$ cat src/rtl/timer_cnt_pkg.sv
// Shared definitions for the timer counter and its tick generator.
package timer_pkg;

    localparam int TMR_WIDTH = 8;

    localparam logic DIR_UP   = 1'b0;
    localparam logic DIR_DOWN = 1'b1;

    typedef logic [TMR_WIDTH-1:0] cnt_t;

endpackage

$ cat src/rtl/timer_cnt_if.sv
// Control/status bundle between the clock-select/APB side and the timer counter.
interface timer_cnt_if
    import timer_pkg::*;
#(
    parameter int WIDTH = TMR_WIDTH
);
    logic             clk_in;
    logic             en;
    logic             dir;
    logic             load;
    logic [WIDTH-1:0] tdr;
    logic             ovf_clr;
    logic             udf_clr;
    logic [WIDTH-1:0] cnt;
    logic             ovf;
    logic             udf;
    logic             tick;

    // Register-file side: drives controls, observes count and flags.
    modport master (
        output clk_in, en, dir, load, tdr, ovf_clr, udf_clr,
        input  cnt, ovf, udf, tick
    );

    // Timer side: consumes controls, produces count and flags.
    modport slave (
        input  clk_in, en, dir, load, tdr, ovf_clr, udf_clr,
        output cnt, ovf, udf, tick
    );
endinterface

$ cat src/rtl/timer_cnt_tick_gen.sv
// Two-flop sampler plus rising-edge detector for a pclk-derived divided clock.
// Both flops reset to 1 because the divided clock idles high out of reset,
// so the first sample after release cannot look like a rising edge.
module tick_gen (
    input  logic pclk,
    input  logic presetn,
    input  logic clk_in,
    output logic tick
);
    logic s1_reg;
    logic s2_reg;

    // Sample the divided clock and keep one cycle of history.
    always_ff @(posedge pclk or negedge presetn) begin
        if (!presetn) begin
            s1_reg <= 1'b1;
            s2_reg <= 1'b1;
        end else begin
            s1_reg <= clk_in;
            s2_reg <= s1_reg;
        end
    end

    assign tick = s1_reg & ~s2_reg;
endmodule

$ cat src/rtl/timer_cnt.sv
// Loadable up/down timer counter advanced by rising edges of the selected
// divided clock, with sticky overflow/underflow flags.
module timer_cnt
    import timer_pkg::*;
#(
    parameter int WIDTH = TMR_WIDTH
) (
    input  logic        pclk,
    input  logic        presetn,
    timer_cnt_if.slave  bus
);
    localparam logic [WIDTH-1:0] ONE      = {{(WIDTH-1){1'b0}}, 1'b1};
    localparam logic [WIDTH-1:0] ALL_ONES = {WIDTH{1'b1}};
    localparam logic [WIDTH-1:0] ZERO     = {WIDTH{1'b0}};

    logic             tick;
    logic [WIDTH-1:0] cnt_reg;
    logic [WIDTH-1:0] cnt_next;
    logic             ovf_reg;
    logic             ovf_next;
    logic             udf_reg;
    logic             udf_next;

    tick_gen u_tick_gen (
        .pclk    (pclk),
        .presetn (presetn),
        .clk_in  (bus.clk_in),
        .tick    (tick)
    );

    // Next count and flags: load beats ticks, flag sets beat flag clears.
    always_comb begin
        cnt_next = cnt_reg;
        ovf_next = ovf_reg & ~bus.ovf_clr;
        udf_next = udf_reg & ~bus.udf_clr;
        if (bus.load) begin
            // A tick coinciding with a load is deliberately dropped.
            cnt_next = bus.tdr;
        end else if (bus.en && tick) begin
            case (bus.dir)
                DIR_UP: begin
                    cnt_next = cnt_reg + ONE;
                    if (cnt_reg == ALL_ONES) begin
                        ovf_next = 1'b1;
                    end
                end
                DIR_DOWN: begin
                    cnt_next = cnt_reg - ONE;
                    if (cnt_reg == ZERO) begin
                        udf_next = 1'b1;
                    end
                end
                default: cnt_next = cnt_reg;
            endcase
        end
    end

    // Count and flag registers.
    always_ff @(posedge pclk or negedge presetn) begin
        if (!presetn) begin
            cnt_reg <= ZERO;
            ovf_reg <= 1'b0;
            udf_reg <= 1'b0;
        end else begin
            cnt_reg <= cnt_next;
            ovf_reg <= ovf_next;
            udf_reg <= udf_next;
        end
    end

    assign bus.cnt  = cnt_reg;
    assign bus.ovf  = ovf_reg;
    assign bus.udf  = udf_reg;
    assign bus.tick = tick;
endmodule

$ cat src/flat_wrapper.sv
// flat-port wrapper written by rule: the top's interface ports become plain ports
module timer_cnt_flat import timer_pkg::*;
#(
    parameter int WIDTH = TMR_WIDTH
)
  (pclk, presetn, bus_clk_in, bus_en, bus_dir, bus_load, bus_tdr, bus_ovf_clr, bus_udf_clr, bus_cnt, bus_ovf, bus_udf, bus_tick);
  timer_cnt_if #(.WIDTH(WIDTH)) bus_i ();
  input  logic pclk;
  input  logic presetn;
  input wire logic [$bits(bus_i.clk_in)-1:0] bus_clk_in;
  input wire logic [$bits(bus_i.en)-1:0] bus_en;
  input wire logic [$bits(bus_i.dir)-1:0] bus_dir;
  input wire logic [$bits(bus_i.load)-1:0] bus_load;
  input wire logic [$bits(bus_i.tdr)-1:0] bus_tdr;
  input wire logic [$bits(bus_i.ovf_clr)-1:0] bus_ovf_clr;
  input wire logic [$bits(bus_i.udf_clr)-1:0] bus_udf_clr;
  output wire logic [$bits(bus_i.cnt)-1:0] bus_cnt;
  output wire logic [$bits(bus_i.ovf)-1:0] bus_ovf;
  output wire logic [$bits(bus_i.udf)-1:0] bus_udf;
  output wire logic [$bits(bus_i.tick)-1:0] bus_tick;
  assign bus_i.clk_in = bus_clk_in;
  assign bus_i.en = bus_en;
  assign bus_i.dir = bus_dir;
  assign bus_i.load = bus_load;
  assign bus_i.tdr = bus_tdr;
  assign bus_i.ovf_clr = bus_ovf_clr;
  assign bus_i.udf_clr = bus_udf_clr;
  assign bus_cnt = bus_i.cnt;
  assign bus_ovf = bus_i.ovf;
  assign bus_udf = bus_i.udf;
  assign bus_tick = bus_i.tick;
  timer_cnt #(.WIDTH(WIDTH)) u_core (.pclk(pclk), .presetn(presetn), .bus(bus_i));
endmodule
$ cat config.mk
export PLATFORM = sky130hd
export DESIGN_NAME = timer_cnt_flat
export DESIGN_NICKNAME = d
export VERILOG_FILES = /design/src/rtl/timer_cnt_pkg.sv /design/src/rtl/timer_cnt_if.sv /design/src/rtl/timer_cnt_tick_gen.sv /design/src/rtl/timer_cnt.sv /design/src/flat_wrapper.sv
export SDC_FILE = /design/constraint.sdc
export NUM_CORES = 1
export LEC_CHECK = 0
export ABC_AREA = 0
export CORE_ASPECT_RATIO = 0.75
export CORE_MARGIN = 4
export CORE_UTILIZATION = 51
export CTS_BUF_LIST = sky130_fd_sc_hd__clkbuf_2
export CTS_CLUSTER_SIZE = 12
export DETAILED_ROUTE_END_ITERATION = 12
export PLACE_DENSITY = 0.86
export SYNTH_ARGS = -nofsm -noshare
export SYNTH_HDL_FRONTEND = slang
export SYNTH_SLANG_ARGS = --single-unit
$ cat constraint.sdc
create_clock -name pclk -period 4.4 [get_ports pclk]
set_input_delay 1.1 -clock pclk [delete_from_list [all_inputs] [get_ports pclk]]
set_output_delay 1.1 -clock pclk [all_outputs]
set_load 0.1 [all_outputs]
# Word level (Yosys, flattened, before mapping)
# Cells that the tools add are included.
# word_totals
mem_bits_rw	0
input_bits	16
mem_bits_ro	0
output_inout_bits	11
mem_count	0
word_cells	29
ff_bits	12
latchBits	0
# op_classes
n_eq_ne	1
n_shift	0
addsub	2
mul	0
mux	11
order_cmp	0
div	0
n_reduce_logical	3
bitwise	7
# ops
operator	count
two-way mux 8 bit	2
one-hot mux 8 bit (2 select lines)	1
adder 8 x 1 -> 8 bit (second input constant)	1
== test 8 bit (second input constant)	1
logical NOT 8 bit	1
two-way mux 1 bit	8
subtractor 8 x 1 -> 8 bit (second input constant)	1
NOT 1 bit	4
bitwise AND 1 bit	3
nonzero test 2 bit	1
logical AND 1 bit	1

# Depth between registers and ports, before layout
# Gate-level depths: netlist of the first run.
# depth
word_depth	6
mapped_depth	7
mapped_depth_nobuf	7

# Cells and area by module
# A second synthesis of the first run with hierarchy kept.
# unflattened
hier_cells	103
hier_area_um2	885.8
# modules_own_cells
module	cells_each	area_each_um2	instances	seq_area_each_um2
timer_cnt	100	819.5	1	250.2
tick_gen	3	66.3	1	52.6

# Worst setup path after synthesis of the first run
# Ideal clock, no wire load.
# synth_timing
kind	reg-to-output
from	reg u_core.u_tick_gen.s1_reg
to	out bus_tick
t_arrival_ps	1875
slack_ps	1425
n_path_buf	0
stages_incl_launch_ff	2
t_required_ps	3300
path_cell_list	dfstp_2 -> nor2b_1
# synth_via
elab_chain_cells	1
# synth_rtl
element	line	text
from (decl)	timer_cnt_tick_gen.sv:10	logic s1_reg;
from (signal assigned)	timer_cnt_tick_gen.sv:19	s1_reg <= clk_in;
bitwise AND 1 bit	timer_cnt_tick_gen.sv:24	assign tick = s1_reg & ~s2_reg;
to (decl)	flat_wrapper.sv:20	output wire logic [$bits(bus_i.tick)-1:0] bus_tick;
# Every way passes these cells.

# Worst setup path after layout of the first run
# Ends and elaborated chain as after synthesis.

==> results of run 1 <==
-- worst paths after layout --
check	slack [ns]	endpoint	depth (start not counted)
setup / recovery	1.21	bus_tick	2
hold / removal	0.38	u_core.u_tick_gen.s2_reg	0
setup reg to reg	2.32	u_core.bus.cnt[6]	7
hold reg to reg	0.38	u_core.u_tick_gen.s2_reg	0
max in group asynchronous	2.86	u_core.u_tick_gen.s2_reg	1
min in group asynchronous	1.16	u_core.bus.udf	1
-- cells by family after synthesis --
family,synth area share (%)
AND/OR/NAND/NOR,24.5
AO/OA/AOI/OAI,24.5
buffers and inverters,5.35
flip-flops,34.0
adder cells (fa/ha/maj),10.7
XOR/XNOR,0.985
-- final cells by class --
| cell class | count | area [sq um] | area share [%] |
|---|---|---|---|
| clock inverter | 1 | 3.75 | 0.319 |
| inverter | 8 | 30.0 | 2.55 |
| tap | 21 | 26.3 | 2.23 |
| timing repair buffer | 26 | 260 | 22.1 |
| clock buffer | 3 | 15.0 | 1.28 |
| sequential | 12 | 303 | 25.7 |
| multi-input combinational | 78 | 539 | 45.8 |
-- metal layers --
metal,wire length (um),vias up,GRT usage (%)
met5,0,-,0
met4,9,0,2.84
met3,175,2,7.00
met2,986,27,30.1
met1,977,401,22.6
li1,-,433,-
-- stage by stage --
step	total power [mW]	worst slack [ns]
after floorplan	0.268	1.43
after global routing	0.402	1.15
after CTS	0.380	1.20
after global placement	0.318	1.12
final	0.378	1.21
after detailed placement	0.321	0.993
-- power by group --
part           internal (mW)  switching [mW]  leakage, nW  total [mW]
clock                 0.0197          0.0381       0.0140      0.0579
combinational         0.0602           0.123        0.326       0.183
sequential             0.121          0.0157        0.145       0.136
-- placed cells by master (no fill, tap or decap), types with 6 or more instances in the layout --
master,Yosys,routed
clkdlybuf4s50_1,0,26
dfrtp_1,10,10
nand2_1,9,9
inv_1,8,8
nor2_1,7,7
a21oi_1,7,7
o21ai_0,7,7
ha_1,6,6
==> impl_metrics.csv, run 1 <==
group,metric,value,unit
sta,post-route-min-period,3.19,ns
die,initial_core_util,57.0,%
status,status,"finished clean",
worst_setup_path,crit_start,"u_core.u_tick_gen.s1_reg",
clocking,cts_resized,0,
detailed_routing,vias,863,
synthesis,synth_seq_area_share,34.0,%
detailed_routing,wl_per_cell,14.4,um
finish,syn_to_final_growth,32.3,%
die,die_w,56.2,um
detailed_routing,drcViolationCount,0,
worst_setup_path,crit_arrival,2.09,ns
sta,worst_slew_pin_slew,0.980,ns
worst_setup_path,crit_slowest_cell,"clkdlybuf4s50_1",
synthesis,ys_warn_count,0,
synthesis,synth_ff_type,"dfrtp_1",
finish,instances_no_fill,149,
worst_setup_path,r2r-start,"u_core.bus.cnt[0]",
die,die_area,2480,sq um
synthesis,yosys.area.top_type,"dfrtp_1",
die,rows,12,
die,core_region_area,1560,sq um
finish,post-route-cell-area,1180,sq um
clocking,cts_tree,"done",
synthesis,synth_commonest_cells,"dfrtp_1, nand2_1, inv_1",
clocking,ctsHoldBuffers,0,
grt,grt_pass1_wl,3500,um
placement,dpl.hpwl,1640,um
worst_setup_path,crit_path_start_kind,"flip-flop",
synthesis,postSynth.asyncResetShare,100,%
die,ios,27,
power,powerDensity,321,nW/um^2
grt,antenna_found_initial,0,
clocking,clk_path_buf_depth,2,
sta,fmax,0.314,GHz
sta,setup_tns,0,ns
worst_setup_path,worstPathRequired,3.30,ns
grt,grt_pass1_vias,776,
finish,largest_register_ffs,8,
synthesis,synth_nets,125,
placement,port_buffers,26,
synthesis,synth_top_cell_area_share,28.1,%
synthesis,yosysMostFrequentCell,"dfrtp_1",
grt,grt.total_usage,18.0,%
synthesis,ys_types,37,
finish,layout-drive-gt1-share,7.03,%
power,vdd_drop_max,0.233,mV
die,die_h,44.2,um
power,leakage,0.485,nW
finish,num-nets-final,152,
sta,slew_violations,0,
detailed_routing,drt_iter0_markers,23,
clocking,cts-root-buf,"clkbuf_2",
finish,fillers,118,
synthesis,synth_seq_cells,12,
detailed_routing,wl,2150,um
placement,gp_congestion,0.837,
placement,dp.cells,145,
worst_setup_path,cp_max_fo,3,
sta,worst_clock_skew,0.00906,ns
sta,whs,0.382,ns
worst_setup_path,max_stage_delay,1.14,ns
worst_setup_path,critPathKind,"flip-flop to output port",
sta,report.final.setup_viol,0,
worst_setup_path,cp_top_family,"buffers and inverters",
finish,num_antenna_cells,0,
placement,placed_area,1160,sq um
clocking,clock_sinks,12,
synthesis,synth-edff-count,0,
detailed_routing,firstDrtPassIters,4,
detailed_routing,ant_nets,0,
grt,grt_max_degree,26,
worst_setup_path,cp_cell_sequence,"nor2b_1 > clkdlybuf4s50_1",
sta,hold_viol_final,0,
flow_run,maxCapViolCount,0,
hold_path,hold_path_class,"flip-flop to flip-flop",
worst_setup_path,endpoint_kind,"output port",
synthesis,syn_avg_cell_area,8.72,sq um
synthesis,synthCells,102,
synthesis,synth_area,890,sq um
clocking,cts_made_buffers,3,
sta,slew_headroom,34.5,%
clocking,clkLatencyLatePin,0.27,ns
detailed_routing,viasPerCell,5.79,
clocking,ctsHtreeMaxLevel,1,
finish,post-route-util,75.4,%
hold_path,min_from,"u_core.u_tick_gen.s1_reg",
clocking,clk_pin_slew,0.11,ns
sta,period_share,72.4,%
clocking,cts_setup_buffers,0,
worst_setup_path,path_buf_inv,1,
sta,rsz0062_at_grt,"no",
grt,grt_overflow,0,
synthesis,yosys-top-cells-area,"dfrtp_1, ha_1, dfstp_2",
Power figures use the tool's default switching activity.
==> inputs of run 2 (changes only) <==
--- a/config.mk
+++ b/config.mk
@@ -8,11 +8,11 @@
 export ABC_AREA = 0
 export CORE_ASPECT_RATIO = 0.75
 export CORE_MARGIN = 4
-export CORE_UTILIZATION = 51
+export CORE_UTILIZATION = 48
 export CTS_BUF_LIST = sky130_fd_sc_hd__clkbuf_2
 export CTS_CLUSTER_SIZE = 12
 export DETAILED_ROUTE_END_ITERATION = 12
-export PLACE_DENSITY = 0.86
+export PLACE_DENSITY = 0.82
 export SYNTH_ARGS = -nofsm -noshare
 export SYNTH_HDL_FRONTEND = slang
 export SYNTH_SLANG_ARGS = --single-unit
==> constraint.sdc (replaced) <==
create_clock -name pclk -period 2.95 [get_ports pclk]
set_input_delay 0.7375 -clock pclk [delete_from_list [all_inputs] [get_ports pclk]]
set_output_delay 0.7375 -clock pclk [all_outputs]
set_load 0.1 [all_outputs]
==> impl_metrics.csv, run 2 (synthesis gave the netlist of run 1 again) <==
group,metric,value,unit
sta,worst_slew_pin_slew,0.572,ns
clocking,cts_made_buffers,3,
sta,setup_tns,0,ns
sta,slew_headroom,61.8,%
grt,grt.total_usage,18.2,%
clocking,ctsHtreeMaxLevel,1,
flow_run,maxCapViolCount,0,
detailed_routing,drcViolationCount,0,
detailed_routing,highest_layer,"met3",
worst_setup_path,rrSetupSlack,0.88,ns
worst_setup_path,cp_max_fo,7,
die,die_area,2610,sq um
placement,placed_area,1150,sq um
finish,num-nets-final,155,
power,leakage,0.516,nW
sta,fmax,0.374,GHz
finish,instances_no_fill,153,
worst_setup_path,crit_path_start_kind,"input port",
detailed_routing,wl_per_cell,14.3,um
detailed_routing,viasPerCell,5.82,
placement,gp_congestion,0.813,
grt,grt_pass1_vias,780,
finish,largest_register_ffs,8,
clocking,clkLatencyLatePin,0.27,ns
worst_setup_path,endpoint_kind,"flip-flop",
power,powerDensity,484,nW/um^2
clocking,ctsHoldBuffers,0,
die,core_region_area,1740,sq um
clocking,cts_setup_buffers,0,
grt,grt_pass1_wl,3660,um
grt,grt_overflow,0,
hold_path,min_from,"u_core.u_tick_gen.s1_reg",
finish,layout-drive-gt1-share,18.3,%
placement,port_buffers,26,
die,die_w,57.7,um
finish,multi_input_area,539,sq um
finish,syn_to_final_growth,32.1,%
die,die_h,45.3,um
hold_path,hold_path_class,"flip-flop to flip-flop",
sta,report.final.setup_viol,0,
worst_setup_path,critPathKind,"input port to flip-flop",
worst_setup_path,r2r-start,"u_core.bus.cnt[0]",
detailed_routing,ant_nets,0,
sta,whs,0.385,ns
sta,slew_violations,0,
detailed_routing,dr_wl_met2,1000,um
finish,regArea,303,sq um
worst_setup_path,crit_start,"bus_dir",
finish,post-route-cell-area,1170,sq um
clocking,cts_tree,"done",
detailed_routing,vias,890,
clocking,cts_resized,0,
worst_setup_path,crit_arrival,2.89,ns
worst_setup_path,r2r-end,"u_core.bus.cnt[6]",
finish,layout_common_cells,"clkdlybuf4s50_1, buf_4, dfrtp_1, nand2_1, inv_1",
detailed_routing,wl,2180,um
sta,period_share,90.6,%
finish,layout_commonest_cell,"clkdlybuf4s50_1",
sta,post-route-min-period,2.67,ns
power,vdd_drop_max,0.374,mV
die,rows,13,
detailed_routing,drt_iter0_markers,22,
grt,grt_max_degree,15,
worst_setup_path,cp-endpoint,"u_core.bus.cnt[7]",
grt,antenna_found_initial,0,
status,status,"finished clean",
detailed_routing,wl_met3,181,um
clocking,clk_path_buf_depth,2,
clocking,clock_sinks,12,
finish,num_antenna_cells,0,
sta,hold_viol_final,0,
die,initial_core_util,51.1,%
worst_setup_path,worstPathRequired,3.17,ns
worst_setup_path,ff2ff_path_depth,7,
clocking,cts-root-buf,"clkbuf_2",
detailed_routing,met1_length,996,um
die,ios,27,
clocking,clk_pin_slew,0.13,ns
finish,fillers,146,
placement,dpl.hpwl,1690,um
sta,rsz0062_at_grt,"no",
detailed_routing,firstDrtPassIters,4,
placement,dp.cells,149,
sta,worst_clock_skew,0.000976,ns
-- run 2: how the worst min path moves through the flow --
stage | end | slack [ns] | depth (start not counted)
after floorplan | u_core.u_tick_gen.s2_reg | 0.36 | 0
after CTS | u_core.u_tick_gen.s2_reg | 0.38 | 0
after detailed placement | u_core.u_tick_gen.s2_reg | 0.37 | 0
final | u_core.u_tick_gen.s2_reg | 0.38 | 0
after global placement | u_core.u_tick_gen.s2_reg | 0.36 | 0
after global routing | u_core.u_tick_gen.s2_reg | 0.39 | 0
-- run 2: power by group --
group	internal (mW)	switching [mW]
Combinational	0.0869	0.184
Clock	0.0360	0.0586
Sequential	0.180	0.0238
-- run 2: per-layer routing --
metal  global-route usage, %  vias up
met5                       0        -
met4                    2.78        0
met3                    5.14        0
met2                    30.2       27
met1                    24.3      424
li1                        -      439
-- run 2: through the flow --
stage               total power [mW]  worst slack, ns  utilization, %
floorplan                      0.400            0.338               -
global placement               0.471           0.0888            66.4
detailed placement             0.476         -0.00493            66.4
CTS                            0.568            0.282            67.5
global route                   0.602            0.124            67.5
finish                         0.569            0.279            67.5
-- run 2: layout make-up --
class	instances	area share (%)
Clock buffer	4	1.70
Sequential cell	12	25.8
Inverter	8	2.56
Multi-Input combinational cell	78	45.9
Timing Repair Buffer	29	21.7
Tap cell	22	2.34
-- run 2: critical path: stages --
cell	delay (ns)
clkdlybuf4s50_1	0.55
buf_4	0.24
ha_1	0.31
a21oi_1	0.24
o21ai_0	0.23
a2111oi_2	0.39
a311oi_1	0.08
nand3_1	0.10
